[config.mk]
export PLATFORM = sky130hd
export DESIGN_NAME = pipe_flush_ctrl_flat
export DESIGN_NICKNAME = d
export VERILOG_FILES = /design/src/rtl/pipe_flush_ctrl_pkg.sv /design/src/rtl/pipe_flush_ctrl_if.sv /design/src/rtl/pipe_valid_cell.sv /design/src/rtl/pipe_flush_ctrl.sv /design/src/flat_wrapper.sv
export SDC_FILE = /design/constraint.sdc
export NUM_CORES = 1
export LEC_CHECK = 0
export ABC_AREA = 1
export CORE_MARGIN = 4
export CORE_UTILIZATION = 48
export DETAILED_ROUTE_END_ITERATION = 6
export PLACE_DENSITY = 0.88
export SYNTH_ARGS = -nofsm -noshare
export SYNTH_HDL_FRONTEND = slang
export SYNTH_SLANG_ARGS = --single-unit
export TNS_END_PERCENT = 50
[constraint.sdc]
create_clock -name clk -period 2.5 [get_ports clk]
set_input_delay 0.75 -clock clk [delete_from_list [all_inputs] [get_ports clk]]
set_output_delay 0.75 -clock clk [all_outputs]
set_load 0.005 [all_outputs]
[src/rtl/pipe_flush_ctrl_pkg.sv]
// Shared constants and types for the pipeline flush controller.
// Contents: pipe register count, stage indices, flush counter width, refill FSM states.
package pipe_flush_ctrl_pkg;

    // Number of pipeline registers covered by the flush/stall masks
    localparam int unsigned NUM_PIPE_MASKS = 5;

    // Stage indices; instructions move from the higher index to the lower one
    localparam int unsigned PIPE_PC     = 4;
    localparam int unsigned PIPE_IF_ID  = 3;
    localparam int unsigned PIPE_ID_EX  = 2;
    localparam int unsigned PIPE_EX_MEM = 1;
    localparam int unsigned PIPE_MEM_WB = 0;

    // Width of the saturating flush event counter
    localparam int unsigned FLUSH_CNT_W = 16;

    typedef enum logic [0:0] {
        REFILL_IDLE   = 1'b0,
        REFILL_ACTIVE = 1'b1
    } refill_state_e;

endpackage

[src/rtl/pipe_flush_ctrl_if.sv]
// Flush-mask interface between the branch unit (master) and the flush controller (slave).
// master drives: flush, stall, fetch_valid
// slave drives : stage_enable, stage_bubble (combinational), stage_valid, redirect,
//                refilling, flush_count (registered)
interface pipe_flush_ctrl_if #(
    parameter int unsigned NUM_STAGES = pipe_flush_ctrl_pkg::NUM_PIPE_MASKS,
    parameter int unsigned CNT_W      = pipe_flush_ctrl_pkg::FLUSH_CNT_W
);
    logic [NUM_STAGES-1:0] flush;
    logic [NUM_STAGES-1:0] stall;
    logic                  fetch_valid;
    logic [NUM_STAGES-1:0] stage_enable;
    logic [NUM_STAGES-1:0] stage_bubble;
    logic [NUM_STAGES-1:0] stage_valid;
    logic                  redirect;
    logic                  refilling;
    logic [CNT_W-1:0]      flush_count;

    modport master (
        output flush, stall, fetch_valid,
        input  stage_enable, stage_bubble, stage_valid, redirect, refilling, flush_count
    );

    modport slave (
        input  flush, stall, fetch_valid,
        output stage_enable, stage_bubble, stage_valid, redirect, refilling, flush_count
    );
endinterface

[src/rtl/pipe_valid_cell.sv]
// Valid bit of one pipeline register with its load-enable and load-NOP strobes.
// Ports: clk, reset (async, active-high); flush/hold for this register;
//        bubble_src = NOP-insert condition from the upstream side; valid_in = upstream valid;
//        enable_c/bubble_c combinational strobes; valid registered.
module pipe_valid_cell (
    input  logic clk,
    input  logic reset,
    input  logic flush,
    input  logic hold,
    input  logic bubble_src,
    input  logic valid_in,
    output logic enable_c,
    output logic bubble_c,
    output logic valid
);
    logic valid_d;

    // Flush overrides a hold so the killed register still loads its NOP
    assign enable_c = ~hold | flush;
    assign bubble_c = flush | bubble_src;

    // Priority: flush kills, hold keeps, bubble empties, else take upstream
    always_comb begin
        valid_d = valid_in;
        if (flush) begin
            valid_d = 1'b0;
        end else if (hold) begin
            valid_d = valid;
        end else if (bubble_c) begin
            valid_d = 1'b0;
        end
    end

    always_ff @(posedge clk or posedge reset) begin
        if (reset) begin
            valid <= 1'b0;
        end else begin
            valid <= valid_d;
        end
    end
endmodule

[src/rtl/pipe_flush_ctrl.sv]
// Consumer of the branch unit's flush masks: applies flush/stall to the pipeline
// registers, tracks per-register valid bits, the post-redirect refill window and
// a saturating count of flush cycles.
// Ports: clk, reset (async, active-high), bus (pipe_flush_ctrl_if.slave).
module pipe_flush_ctrl
    import pipe_flush_ctrl_pkg::*;
#(
    parameter int unsigned NUM_STAGES = NUM_PIPE_MASKS,
    parameter int unsigned CNT_W      = FLUSH_CNT_W
) (
    input  logic               clk,
    input  logic               reset,
    pipe_flush_ctrl_if.slave   bus
);
    localparam int unsigned RCNT_W = $clog2(NUM_STAGES);

    logic [NUM_STAGES-1:0] hold_c;
    logic [NUM_STAGES-1:0] bubble_src_c;
    logic [NUM_STAGES-1:0] valid_up_c;
    logic [NUM_STAGES-1:0] enable_c;
    logic [NUM_STAGES-1:0] bubble_c;
    logic [NUM_STAGES-1:0] valid_q;
    logic                  any_flush_c;

    refill_state_e         state_q, state_d;
    logic [RCNT_W-1:0]     rcnt_q, rcnt_d;
    logic                  redirect_q;
    logic [CNT_W-1:0]      count_q;

    assign any_flush_c = |bus.flush;

    // A stall holds its own register and everything upstream of it
    always_comb begin
        logic acc;
        acc    = 1'b0;
        hold_c = '0;
        for (int k = 0; k < int'(NUM_STAGES); k++) begin
            acc       = acc | bus.stall[k];
            hold_c[k] = acc;
        end
    end

    // Register k gets a NOP when it advances but its source is held; the top takes from fetch
    assign bubble_src_c = {~bus.fetch_valid, ~hold_c[NUM_STAGES-2:0] & hold_c[NUM_STAGES-1:1]};
    assign valid_up_c   = {bus.fetch_valid, valid_q[NUM_STAGES-1:1]};

    for (genvar k = 0; k < int'(NUM_STAGES); k++) begin : g_cell
        pipe_valid_cell u_cell (
            .clk        (clk),
            .reset      (reset),
            .flush      (bus.flush[k]),
            .hold       (hold_c[k]),
            .bubble_src (bubble_src_c[k]),
            .valid_in   (valid_up_c[k]),
            .enable_c   (enable_c[k]),
            .bubble_c   (bubble_c[k]),
            .valid      (valid_q[k])
        );
    end

    // Refill window: any flush (re)starts it; it drains one step per advance of the last register
    always_comb begin
        state_d = state_q;
        rcnt_d  = rcnt_q;
        if (any_flush_c) begin
            state_d = REFILL_ACTIVE;
            rcnt_d  = RCNT_W'(NUM_STAGES - 1);
        end else if (state_q == REFILL_ACTIVE && enable_c[PIPE_MEM_WB]) begin
            if (rcnt_q == RCNT_W'(1)) begin
                state_d = REFILL_IDLE;
            end else begin
                rcnt_d = rcnt_q - RCNT_W'(1);
            end
        end
    end

    always_ff @(posedge clk or posedge reset) begin
        if (reset) begin
            state_q <= REFILL_IDLE;
            rcnt_q  <= '0;
        end else begin
            state_q <= state_d;
            rcnt_q  <= rcnt_d;
        end
    end

    // Redirect strobe and saturating flush counter
    always_ff @(posedge clk or posedge reset) begin
        if (reset) begin
            redirect_q <= 1'b0;
            count_q    <= '0;
        end else begin
            redirect_q <= any_flush_c;
            if (any_flush_c && count_q != {CNT_W{1'b1}}) begin
                count_q <= count_q + CNT_W'(1);
            end
        end
    end

    assign bus.stage_enable = enable_c;
    assign bus.stage_bubble = bubble_c;
    assign bus.stage_valid  = valid_q;
    assign bus.redirect     = redirect_q;
    assign bus.refilling    = (state_q == REFILL_ACTIVE);
    assign bus.flush_count  = count_q;
endmodule

[src/flat_wrapper.sv]
// flat-port wrapper written by rule: the top's interface ports become plain ports
module pipe_flush_ctrl_flat import pipe_flush_ctrl_pkg::*;
#(
    parameter int unsigned NUM_STAGES = NUM_PIPE_MASKS,
    parameter int unsigned CNT_W      = FLUSH_CNT_W
)
  (clk, reset, bus_flush, bus_stall, bus_fetch_valid, bus_stage_enable, bus_stage_bubble, bus_stage_valid, bus_redirect, bus_refilling, bus_flush_count);
  pipe_flush_ctrl_if #(.NUM_STAGES(NUM_STAGES), .CNT_W(CNT_W)) bus_i ();
  input  logic clk;
  input  logic reset;
  input wire logic [$bits(bus_i.flush)-1:0] bus_flush;
  input wire logic [$bits(bus_i.stall)-1:0] bus_stall;
  input wire logic [$bits(bus_i.fetch_valid)-1:0] bus_fetch_valid;
  output wire logic [$bits(bus_i.stage_enable)-1:0] bus_stage_enable;
  output wire logic [$bits(bus_i.stage_bubble)-1:0] bus_stage_bubble;
  output wire logic [$bits(bus_i.stage_valid)-1:0] bus_stage_valid;
  output wire logic [$bits(bus_i.redirect)-1:0] bus_redirect;
  output wire logic [$bits(bus_i.refilling)-1:0] bus_refilling;
  output wire logic [$bits(bus_i.flush_count)-1:0] bus_flush_count;
  assign bus_i.flush = bus_flush;
  assign bus_i.stall = bus_stall;
  assign bus_i.fetch_valid = bus_fetch_valid;
  assign bus_stage_enable = bus_i.stage_enable;
  assign bus_stage_bubble = bus_i.stage_bubble;
  assign bus_stage_valid = bus_i.stage_valid;
  assign bus_redirect = bus_i.redirect;
  assign bus_refilling = bus_i.refilling;
  assign bus_flush_count = bus_i.flush_count;
  pipe_flush_ctrl #(.NUM_STAGES(NUM_STAGES), .CNT_W(CNT_W)) u_core (.clk(clk), .reset(reset), .bus(bus_i));
endmodule
After elaboration in Yosys (flattened, before gate mapping). Cells that the tools add are included.

Output and inout port bits: 33. Word-level logic and storage cells: 69. Register bits after elaboration: 26. Input bits: 13.

Reductions and logical operators: 7. Bitwise logic cells: 22. Add/sub/neg operators: 2. Multiplexer cells: 21. Equality and inequality tests: 8.

Operator list (count): two-way mux 1 bit (18); adder 16 x 1 -> 16 bit (second input constant) (1); inequality test 16 bit (second input constant) (1); OR 1 bit (14); inequality test 2 bit (second input constant) (5); two-way mux 3 bit (3); inverter 1 bit (6); OR reduction 5 bit (1); AND 4 bit (1); inverter 4 bit (1); AND reduction 2 bit (2); nonzero test 2 bit (2); equality test 3 x 1 -> 1 bit (second input constant) (1); subtractor 3 x 1 -> 3 bit (second input constant) (1); logical AND 1 bit (2); inequality test 2 x 1 -> 1 bit (second input constant) (1).

Depth between registers and ports, before layout. Gate-level depths: netlist of the first run.

Depth in word-level cells: 9. Mapped depth: 9. Depth with buffers taken out: 8.

Modules after synthesis. A second synthesis of the first run with hierarchy kept.

Cell total of the unflattened synthesis: 236. Area, all modules: 1612.8 um^2.

By module, submodules not included: pipe_flush_ctrl (area an instance 1281.2 um^2, cells an instance 181, times used 1, sequential area each 525.5 um^2); pipe_valid_cell (area an instance 66.3 um^2, cells an instance 11, times used 5, sequential area each 25.0 um^2).

Worst setup path before layout of the first run. OpenSTA, ideal clock, no wires.

Path kind: input to output. Start: input bus_stall[1]. End: output bus_stage_enable[4]. Data arrival time: 1.510 ns. Slack: 0.240 ns. Data required time: 1.750 ns. Stages: 6. Path buffers: 1. Cell sequence: nor2_1 -> nand2_1 -> nor2_1 -> inv_1 -> o21ai_0 -> buf_4.

Cells in the longest elaborated chain, start to end: 6.

RTL lines: from (decl) (line flat_wrapper.sv:12) `input wire logic [$bits(bus_i.stall)-1:0] bus_stall;`; OR 1 bit (4 in a row) (line pipe_flush_ctrl.sv:38) `acc = acc | bus.stall[k];`; inverter 1 bit (line pipe_valid_cell.sv:19) `assign enable_c = ~hold | flush;`; OR 1 bit (line pipe_valid_cell.sv:19); to (decl) (line flat_wrapper.sv:14) `output wire logic [$bits(bus_i.stage_enable)-1:0] bus_stage_enable;`.

No other way between the ends.

Final worst setup path of the first run.
Start: input bus_flush[1]. End: output bus_stage_bubble[1].

Cells in the longest elaborated chain, start to end: 1.

RTL lines: from (decl) (line flat_wrapper.sv:11) `input wire logic [$bits(bus_i.flush)-1:0] bus_flush;`; OR 1 bit (line pipe_valid_cell.sv:20) `assign bubble_c = flush | bubble_src;`; to (decl) (line flat_wrapper.sv:15) `output wire logic [$bits(bus_i.stage_bubble)-1:0] bus_stage_bubble;`.

No other way between the ends.

==> impl_metrics.env, run 1 <==
export IMPL_cts_buffers=3
export IMPL_critPathCaptureType="output port"
export IMPL_ys_flop_type="dfrtp_1"
export IMPL_grt_usage_pct=19.0
export IMPL_design_final_nets=297
export IMPL_p_per_area_nw_per_um2=543
export IMPL_port_buffer_count=45
export IMPL_antenna_found_initial=0
export IMPL_cts_tree="done"
export IMPL_min_from="u_core.g_cell[0].u_cell.valid"
export IMPL_synthTopCellsByArea="dfrtp_1 39%, nand2_1 17%, buf_4 6.8%"
export IMPL_num_vias=1615
export IMPL_path_cells="clkdlybuf4s50_1 -> inv_1 -> a21oi_2 -> clkdlybuf4s15_1"
export IMPL_hp_class="reg2reg"
export IMPL_relSlewSlack_pct=62.2
export IMPL_cts_htree_levels=1
export IMPL_row_count=21
export IMPL_chipHeight_um=66.7
export IMPL_cts_max_path_buffers=2
export IMPL_cap_viol_max_count=0
export IMPL_ir_drop_v=0.000603
export IMPL_status="complete, no violations"
export IMPL_synthMostInstantiatedCell="nand2_1"
export IMPL_num_antenna_cells=0
export IMPL_io_pins=46
export IMPL_reg2reg_from="u_core.bus.flush_count[0]"
export IMPL_yosys_area_top_type="dfrtp_1"
export IMPL_syn_num_nets=243
export IMPL_hold_viol=0
export IMPL_post_dp_hpwl_um=2900
export IMPL_ys_seq_area_share_pct=39.4
export IMPL_cp_slowest_stage_delay_ns=0.49
export IMPL_clk_pin_slew_ns=0.14
export IMPL_cp_arrival_ns=1.67
export IMPL_slew_violations=0
export IMPL_critPathLaunchType="input pin"
export IMPL_clock_latency_ns=0.33
export IMPL_synth_common_cells="75 x nand2_1, 29 x inv_1, 26 x dfrtp_1, 21 x nor2_1, 15 x buf_4"
export IMPL_routed_via_density=4.95
export IMPL_ys_ff_latch=26
export IMPL_cp_required_ns=1.75
export IMPL_syn_area_sq_um=1650
export IMPL_grt_pass1_wl_um=6610
export IMPL_worst_slew_pin_slew_ns=0.567
export IMPL_drtPass1Iterations=5
export IMPL_wl_per_cell_um=11.7
export IMPL_netlist_area_leader_share_pct=39.4
export IMPL_utilization_pct=66.4
export IMPL_holdPathStages=1
export IMPL_grt_remaining_overflow=0
export IMPL_worst_path_max_delay_cell="clkdlybuf4s50_1"
export IMPL_dieArea_sq_um=4450
export IMPL_synth_edf_count=0
export IMPL_cts_root_buf="clkbuf_4"
export IMPL_tns_ns=0
export IMPL_final_setup_viol_count=0
export IMPL_hold_slack_ns=0.511
export IMPL_ant_nets=0
export IMPL_syn_inst=227
export IMPL_p_leak_uw=0.00105
export IMPL_postSynthAreaPerCell_sq_um=7.28
export IMPL_hold_end="u_core.g_cell[0].u_cell.valid"
export IMPL_initial_core_util_pct=49.5
export IMPL_worstSetupPathType="in2out"
export IMPL_clock_sinks=26
export IMPL_synth_distinct_cells=23
export IMPL_grt_pass1_vias=1559
export IMPL_fmax_ghz=0.413
export IMPL_hold_buffers=0
export IMPL_critical_path_max_fanout=2
export IMPL_drtIter0Drc=147
export IMPL_routed_wl_um=3800
export IMPL_yosys_warnings=0
export IMPL_die_width_um=66.7
export IMPL_drc=0
export IMPL_grt_max_degree=18
export IMPL_coreArea_sq_um=3340
export IMPL_fin_crit_sh_pct=96.9
export IMPL_drive_above_1_share_pct=16.8
export IMPL_reg2regPathDepth=7
export IMPL_gp_congestion=0.871
export IMPL_fin_skew_ns=0.00102
export IMPL_layout_min_cycle_time_ns=2.42
export IMPL_rrSetupSlack_ns=0.74
export IMPL_async_reset_ff_share_pct=100
export IMPL_synthToLayoutAreaGrowth_pct=34.0
export IMPL_rr_endpoint="u_core.bus.flush_count[11]"
[through the flow]
| step | std cells | cell area [sq um] | setup slack (ns) | total power, uW |
|---|---|---|---|---|
| after floorplan | 227 | 1650 | 0.240 | 780 |
| after global placement | 321 | 2180 | -0.628 | 979 |
| after detailed placement | 321 | 2180 | -0.646 | 994 |
| after CTS | 326 | 2210 | 0.00565 | 1210 |
| after global routing | 326 | 2210 | -0.00437 | 1290 |
| final | 326 | 2210 | 0.0772 | 1200 |
[routing by layer]
metal  up-vias  global-route usage (%)  share of wire (%)
li1        799                       -                  -
met1       747                    24.3                 41
met2        61                    32.2                 51
met3         8                    3.04                6.4
met4         0                    6.85                1.7
met5         -                       0                  0
[layout by cell type (no fill, tap or decap), types with 3 or more instances in the layout]
cell type,Yosys,layout
dfrtp_1,26,26
ha_1,3,3
nand4_1,6,6
xnor2_1,7,7
nand3_1,14,14
inv_1,29,28
buf_4,15,21
o21ai_2,2,3
nor2_2,4,6
dlygate4sd2_1,0,6
buf_2,0,3
nand2_1,75,74
clkdlybuf4s50_1,0,30
clkbuf_4,0,3
nor2_1,21,18
o21ai_0,11,9
[worst max-delay path by stage]
stage	endpoint	depth (start not counted)	slack (ns)	start
final	bus_stage_bubble[1]	4	0.08	bus_flush[1]
after CTS	bus_stage_bubble[2]	6	0.006	bus_stall[0]
after global routing	bus_stage_enable[3]	8	-0.004	bus_stall[0]
after global placement	bus_stage_enable[4]	7	-0.63	bus_stall[1]
after detailed placement	bus_stage_enable[4]	7	-0.65	bus_stall[1]
after floorplan	bus_stage_enable[4]	6	0.24	bus_stall[1]
[critical path: cells and delay by family]
family                 cells  cell delay (ns)
AO/OA/AOI/OAI              1             0.14
buffers and inverters      3             0.78
[final cells by class]
cell class                      instances  area, sq um
Inverter                               29          109
Fill cell                             285         1120
Sequential cell                        26          651
Tap cell                               46         57.6
Multi-Input combinational cell        155          781
Timing Repair Buffer                   66          581
Clock buffer                            4         36.3
[logic make-up (layout without fill, tap and decap cells)]
kind of cell    count (synthesis)  in the layout  share of synthesized area [%]
compound gates                 22             22                           8.48
flops                          26             26                           39.4
fa+ha+maj                       3              3                           2.27
simple gates                  123            123                           31.4
xor+xnor                        7              7                           3.71
buf+inv                        46             99                           14.8
[what timing repair did]
item	in CTS	in global routing
buffers inserted	1	0
hold endpoints to repair	0	0
endpoints found under the setup margin	10	6
resized for setup	30	10
pin swaps	3	3
[registers in the layout (all words and copies together) (netlist names)]
| name | cells |
|---|---|
| u_core.bus.refilling | 1 |
| u_core.bus.redirect | 1 |
| u_core.g_cell.u_cell.valid | 5 |
| u_core.rcnt_q | 3 |
| u_core.bus.flush_count | 16 |
[power by group]
group          switching [uW]  internal (uW)  leakage [uW]
Combinational             178            230      0.000691
Clock                     132           89.3     0.0000210
Sequential               91.9            481      0.000334
Total                     402            800       0.00105
Note: power is estimated with default switching activity, not from simulation.
==> inputs of run 2 (changes only) <==
- CTS_CLUSTER_SIZE: unset -> 24
==> results of run 2 <==
No change in the layout: final DEF, timing and power equal those of run 1.
